## src/rtl/stream_demux_n.sv

```systemverilog
`timescale 1ns/1ps
// ---------------------------------------------------------------------------
// stream_demux_n
//
// Registered 1-to-NUM_CH stream demultiplexer with valid/ready handshakes.
// Each accepted input word is routed to one output channel, which holds it in
// a one-entry register until that channel's consumer takes it.
//   MODE 0 : the target channel is in_sel; a target >= NUM_CH is dropped and
//            counted (drop_err pulses, drop_cnt saturates).
//   MODE 1 : the target channel is a round-robin pointer. It advances only
//            when a word is accepted, so a stalled channel holds the rotation.
//
// Ports
//   clk        clock, all state changes on the rising edge
//   rst        asynchronous active-high reset
//   in_valid   producer word valid
//   in_ready   block can accept a word this cycle (independent of in_valid)
//   in_data    producer word, WIDTH bits
//   in_sel     target channel (MODE 0 only), SEL_W bits
//   out_valid  per-channel valid, bit i is channel i
//   out_ready  per-channel consumer ready
//   out_data   channel i occupies bits [i*WIDTH +: WIDTH]
//   drop_err   one-cycle pulse after an out-of-range word is dropped
//   drop_cnt   saturating count of dropped words
// ---------------------------------------------------------------------------
module stream_demux_n #(
    parameter int WIDTH  = 8,
    parameter int NUM_CH = 4,
    parameter int SEL_W  = 2,
    parameter int MODE   = 0,
    parameter int CNT_W  = 8
) (
    input  logic                      clk,
    input  logic                      rst,
    input  logic                      in_valid,
    output logic                      in_ready,
    input  logic [WIDTH-1:0]          in_data,
    input  logic [SEL_W-1:0]          in_sel,
    output logic [NUM_CH-1:0]         out_valid,
    input  logic [NUM_CH-1:0]         out_ready,
    output logic [NUM_CH*WIDTH-1:0]   out_data,
    output logic                      drop_err,
    output logic [CNT_W-1:0]          drop_cnt
);

    // One extra bit so NUM_CH == 2**SEL_W still compares correctly.
    localparam logic [SEL_W:0]   LP_NUM_CH  = (SEL_W+1)'(NUM_CH);
    localparam logic [SEL_W-1:0] LP_LAST_CH = SEL_W'(NUM_CH - 1);
    localparam logic [CNT_W-1:0] LP_CNT_MAX = '1;

    logic [SEL_W-1:0]             r_rr_ptr;
    logic [NUM_CH-1:0]            r_valid;
    logic [NUM_CH-1:0][WIDTH-1:0] r_data;
    logic                         r_drop_err;
    logic [CNT_W-1:0]             r_drop_cnt;

    logic [SEL_W-1:0]             w_tgt;
    logic                         w_in_range;
    logic                         w_slot_free;
    logic                         w_in_ready;
    logic                         w_accept;
    logic                         w_drop;
    logic [NUM_CH-1:0]            w_load;
    logic                         w_unused_sel;

    // in_sel is ignored in round-robin mode.
    assign w_unused_sel = (MODE == 1) ? ^in_sel : 1'b0;

    assign w_tgt      = (MODE == 1) ? r_rr_ptr : in_sel;
    assign w_in_range = ({1'b0, w_tgt} < LP_NUM_CH);

    // Target slot can take a word if empty, or if it drains this same edge.
    always_comb begin
        w_slot_free = 1'b0;
        for (int unsigned i = 0; i < NUM_CH; i++) begin
            if (w_tgt == SEL_W'(i)) begin
                w_slot_free = !r_valid[i] || out_ready[i];
            end
        end
    end

    // Out-of-range words are always accepted so they can be discarded.
    assign w_in_ready = !w_in_range || w_slot_free;
    assign w_accept   = in_valid && w_in_ready;
    assign w_drop     = w_accept && !w_in_range;

    always_comb begin
        w_load = '0;
        for (int unsigned i = 0; i < NUM_CH; i++) begin
            w_load[i] = w_accept && w_in_range && (w_tgt == SEL_W'(i));
        end
    end

    // Per-channel holding registers: a load wins over a drain, giving one
    // word per cycle per channel with no bubble.
    always_ff @(posedge clk or posedge rst) begin
        if (rst) begin
            r_valid <= '0;
            r_data  <= '0;
        end else begin
            for (int unsigned i = 0; i < NUM_CH; i++) begin
                if (w_load[i]) begin
                    r_data[i]  <= in_data;
                    r_valid[i] <= 1'b1;
                end else if (out_ready[i]) begin
                    r_valid[i] <= 1'b0;
                end
            end
        end
    end

    always_ff @(posedge clk or posedge rst) begin
        if (rst) begin
            r_rr_ptr <= '0;
        end else if ((MODE == 1) && w_accept) begin
            r_rr_ptr <= (r_rr_ptr == LP_LAST_CH) ? '0 : r_rr_ptr + SEL_W'(1);
        end
    end

    always_ff @(posedge clk or posedge rst) begin
        if (rst) begin
            r_drop_err <= 1'b0;
            r_drop_cnt <= '0;
        end else begin
            r_drop_err <= w_drop;
            if (w_drop && (r_drop_cnt != LP_CNT_MAX)) begin
                r_drop_cnt <= r_drop_cnt + CNT_W'(1);
            end
        end
    end

    assign in_ready  = w_in_ready;
    assign out_valid = r_valid;
    assign out_data  = r_data;
    assign drop_err  = r_drop_err;
    assign drop_cnt  = r_drop_cnt;

endmodule

```

## config.mk

```make
export PLATFORM = sky130hd
export DESIGN_NAME = stream_demux_n
export DESIGN_NICKNAME = d
export VERILOG_FILES = /design/src/rtl/stream_demux_n.sv
export SDC_FILE = /design/constraint.sdc
export NUM_CORES = 1
export LEC_CHECK = 0
export CAP_MARGIN = 20
export CORE_ASPECT_RATIO = 0.6
export CORE_MARGIN = 4
export CORE_UTILIZATION = 25
export DETAILED_ROUTE_END_ITERATION = 8
export PLACE_DENSITY_LB_ADDON = 0.1
export SLEW_MARGIN = 10
export SYNTH_ARGS = -nofsm -noshare
export SYNTH_HDL_FRONTEND = slang
export SYNTH_SLANG_ARGS = --single-unit
```

## constraint.sdc

```tcl
create_clock -name clk -period 3.9 [get_ports clk]
set_input_delay 0.78 -clock clk [delete_from_list [all_inputs] [get_ports clk]]
set_output_delay 0.78 -clock clk [all_outputs]
set_load 0.005 [all_outputs]
```

==> metrics.yaml <==
status:
  status: "finished, final reports clean"
grt:
  use_met3: 0.0420
  groute.layer.met2.usage: 0.157
  grt_pass1_vias: 1050
  overflow: 0
  use_met1: 0.141
  grt_pass1_wl_um: 5620
  top_usage_layer: "met2"
  grt_max_degree: 37
  antenna_found_initial: 0
  grtUsageTotal: 0.106
placement:
  dpl-instance-area_mm2: 0.00207
  portBuffers: 53
  dp.cells: 230
  gp_congestion: 0.728
  dp_hpwl_um: 2520
clocking:
  clk_latency_ps: 280
  cts-htree-levels: 2
  cts_resized: 0
  postCtsHoldBufs: 0
  cts_sinks: 36
  cts_tree: "yes"
  post_cts.repair.setup_buffers: 0
  clk_pin_slew_ps: 70
  cts_root_buf: "clkbuf_8"
  cts_buffer_depth: 2
  numCtsBuffers: 5
logic_synthesis:
  syn_avg_cell_area_um2: 14.9
  syn_area_mm2: 0.00148
  synth.distinct_cells: 16
  seq_area_frac_synth: 0.609
  synth_top_area_share: 0.609
  yosys_warnings: 0
  synth_cells: 99
  yosysTopAreaCell: "dfrtp_1"
  ys_ff_latch: 36
  synthTopCellsByArea: "dfrtp_1 (61%), mux2_2 (24%), buf_4 (4.6%)"
detailed_routing:
  drc_errors: 0
  ant_nets: 0
  post_drt_via_cell_ratio: 3.95
  finalWirelength_um: 3520
  vias: 939
  drtIter0Drc: 7
  wl_per_cell_um: 14.8
  dr.pass1.iters: 4
timing:
  setup_tns_ps: 0
  period_share: 0.818
  fmax_mhz: 313
  finalHoldViolCount: 0
  finalMaxSlewViolations: 0
  fin_worst_skew_ps: 1.47
  setup_violations: 0
  holdWs_ps: 507
  worst_slew_pin_slew_ps: 537
  relSlewSlack: 0.642
  post-route-min-period_ps: 3190
  rsz0062_at_grt: "no"
cells_and_area:
  fillers: 550
  final_net_count: 174
  seqCellArea_um2: 901
  drive_gt1_frac: 0.278
  diodes: 0
  syn2layout_area_growth_pct: 46.2
  multiInputGateArea_um2: 522
  fin_area_mm2: 0.00216
  stdcell_count: 238
pwr:
  power.density_mw_per_mm2: 478
  pwr-share-seq: 0.472
  vdd_drop_max_mv: 0.176
  p_leak_nw: 0.906
  pwr-share-comb: 0.267
  power.total_mw: 1.03
  internal_power_mw: 0.786
  switching_share: 0.238
  switchingPower_mw: 0.246
  pwr-share-clk: 0.261
flow_run:
  maxCapViolCount: 0
floorplan:
  rows: 21
  die_h_um: 67.6
  core_mm2: 0.00565
  die_area_mm2: 0.00725
  start_util: 0.262
  chipWidth_um: 107
  io_pins: 63
setup_path:
  crit_type: "in -> out"
  arrival_ps: 2410
  worstPathRequired_ps: 3120
  start_kind: "input port"
  cp_max_fo: 7
  endpoint_kind: "output pin"
worst_hold_path:
  hp-class: "reg -> reg"
## Yosys cell counts, drive strengths merged
cell    number
inv          1
nand2        5
nand2b       4
nand3        1
nor3b        1
nand3b       1
buf         12
mux4         1
conb         1
mux2        32
and3         1
dfrtp       36
o21ai        1
nor2b        2
## cells in the final DEF (no fill, tap or decap)
cell type / netlist / layout
clkbuf_1: 0 / 2
clkbuf_8: 0 / 6
nand2_1: 5 / 5
dfrtp_1: 36 / 36
mux4_2: 1 / 1
nand3_1: 1 / 1
nand3b_2: 1 / 1
inv_1: 1 / 1
conb_1: 1 / 9
nand2b_1: 4 / 4
o21ai_0: 1 / 1
buf_4: 9 / 2
nor2b_2: 1 / 1
nor3b_4: 1 / 1
nor2b_1: 1 / 1
and3_1: 1 / 1
clkdlybuf4s50_1: 0 / 53
mux2_2: 32 / 32
## state kept, by name, indices dropped and copies added (netlist names)
register   flops
out_valid      4
out_data      32
## cells by family (layout without fill, tap and decap cells)
family | count (synthesis) | in the layout | share of synthesized area
compound gates | 1 | 1 | 0.00338
buf+inv | 13 | 64 | 0.0584
flops | 36 | 36 | 0.609
mux | 33 | 33 | 0.259
other cells | 1 | 9 | 0.00254
simple gates | 15 | 15 | 0.0677
## metrics by stage
step	setup WS, ps	utilization
6_report	708	0.383
5_1_grt	641	0.383
4_1_cts	698	0.383
3_5_place_dp	701	0.367
3_3_place_gp	721	0.367
2_1_floorplan	1670	-
## worst max-delay path, stage by stage
cell             delay (ps)
clkdlybuf4s50_1         640
mux4_2                  540
clkdlybuf4s50_1         450
## worst paths after layout
path                                     startpoint                       end  slack (ps)  cells after the start
max in group asynchronous                       rst  out_data[24]$_DFFE_PP0P_        2660                      3
min in group asynchronous                       rst   out_data[7]$_DFFE_PP0P_         900                      3
setup / recovery                          in_sel[1]                  in_ready         710                      3
hold / removal              out_data[2]$_DFFE_PP0P_   out_data[2]$_DFFE_PP0P_         510                      1
setup reg to reg           out_valid[2]$_DFFE_PP0P_  out_data[23]$_DFFE_PP0P_        2380                      3
hold reg to reg             out_data[2]$_DFFE_PP0P_   out_data[2]$_DFFE_PP0P_         510                      1
## layout make-up
cell class                      instances  area share
Multi-Input combinational cell         58       0.241
Sequential cell                        36       0.417
Inverter                                1     0.00174
Clock buffer                            8      0.0417
Timing Repair Buffer                   55       0.252
Tap cell                               80      0.0463
## per-layer routing
layer,part of all wire,vias up
met3,0.086,5
li1,-,435
met1,0.49,462
met4,0.0088,0
met2,0.42,37
met5,0,-
## power by group through the flow
stage / Sequential, mW / Combinational (mW) / Clock, mW
global placement: 0.493 / 0.279 / 0
finish: 0.487 / 0.276 / 0.270
global route: 0.499 / 0.301 / 0.302
CTS: 0.489 / 0.282 / 0.284
detailed placement: 0.495 / 0.280 / 0
floorplan: 0.494 / 0.0924 / 0
Power figures use the tool's default switching activity.
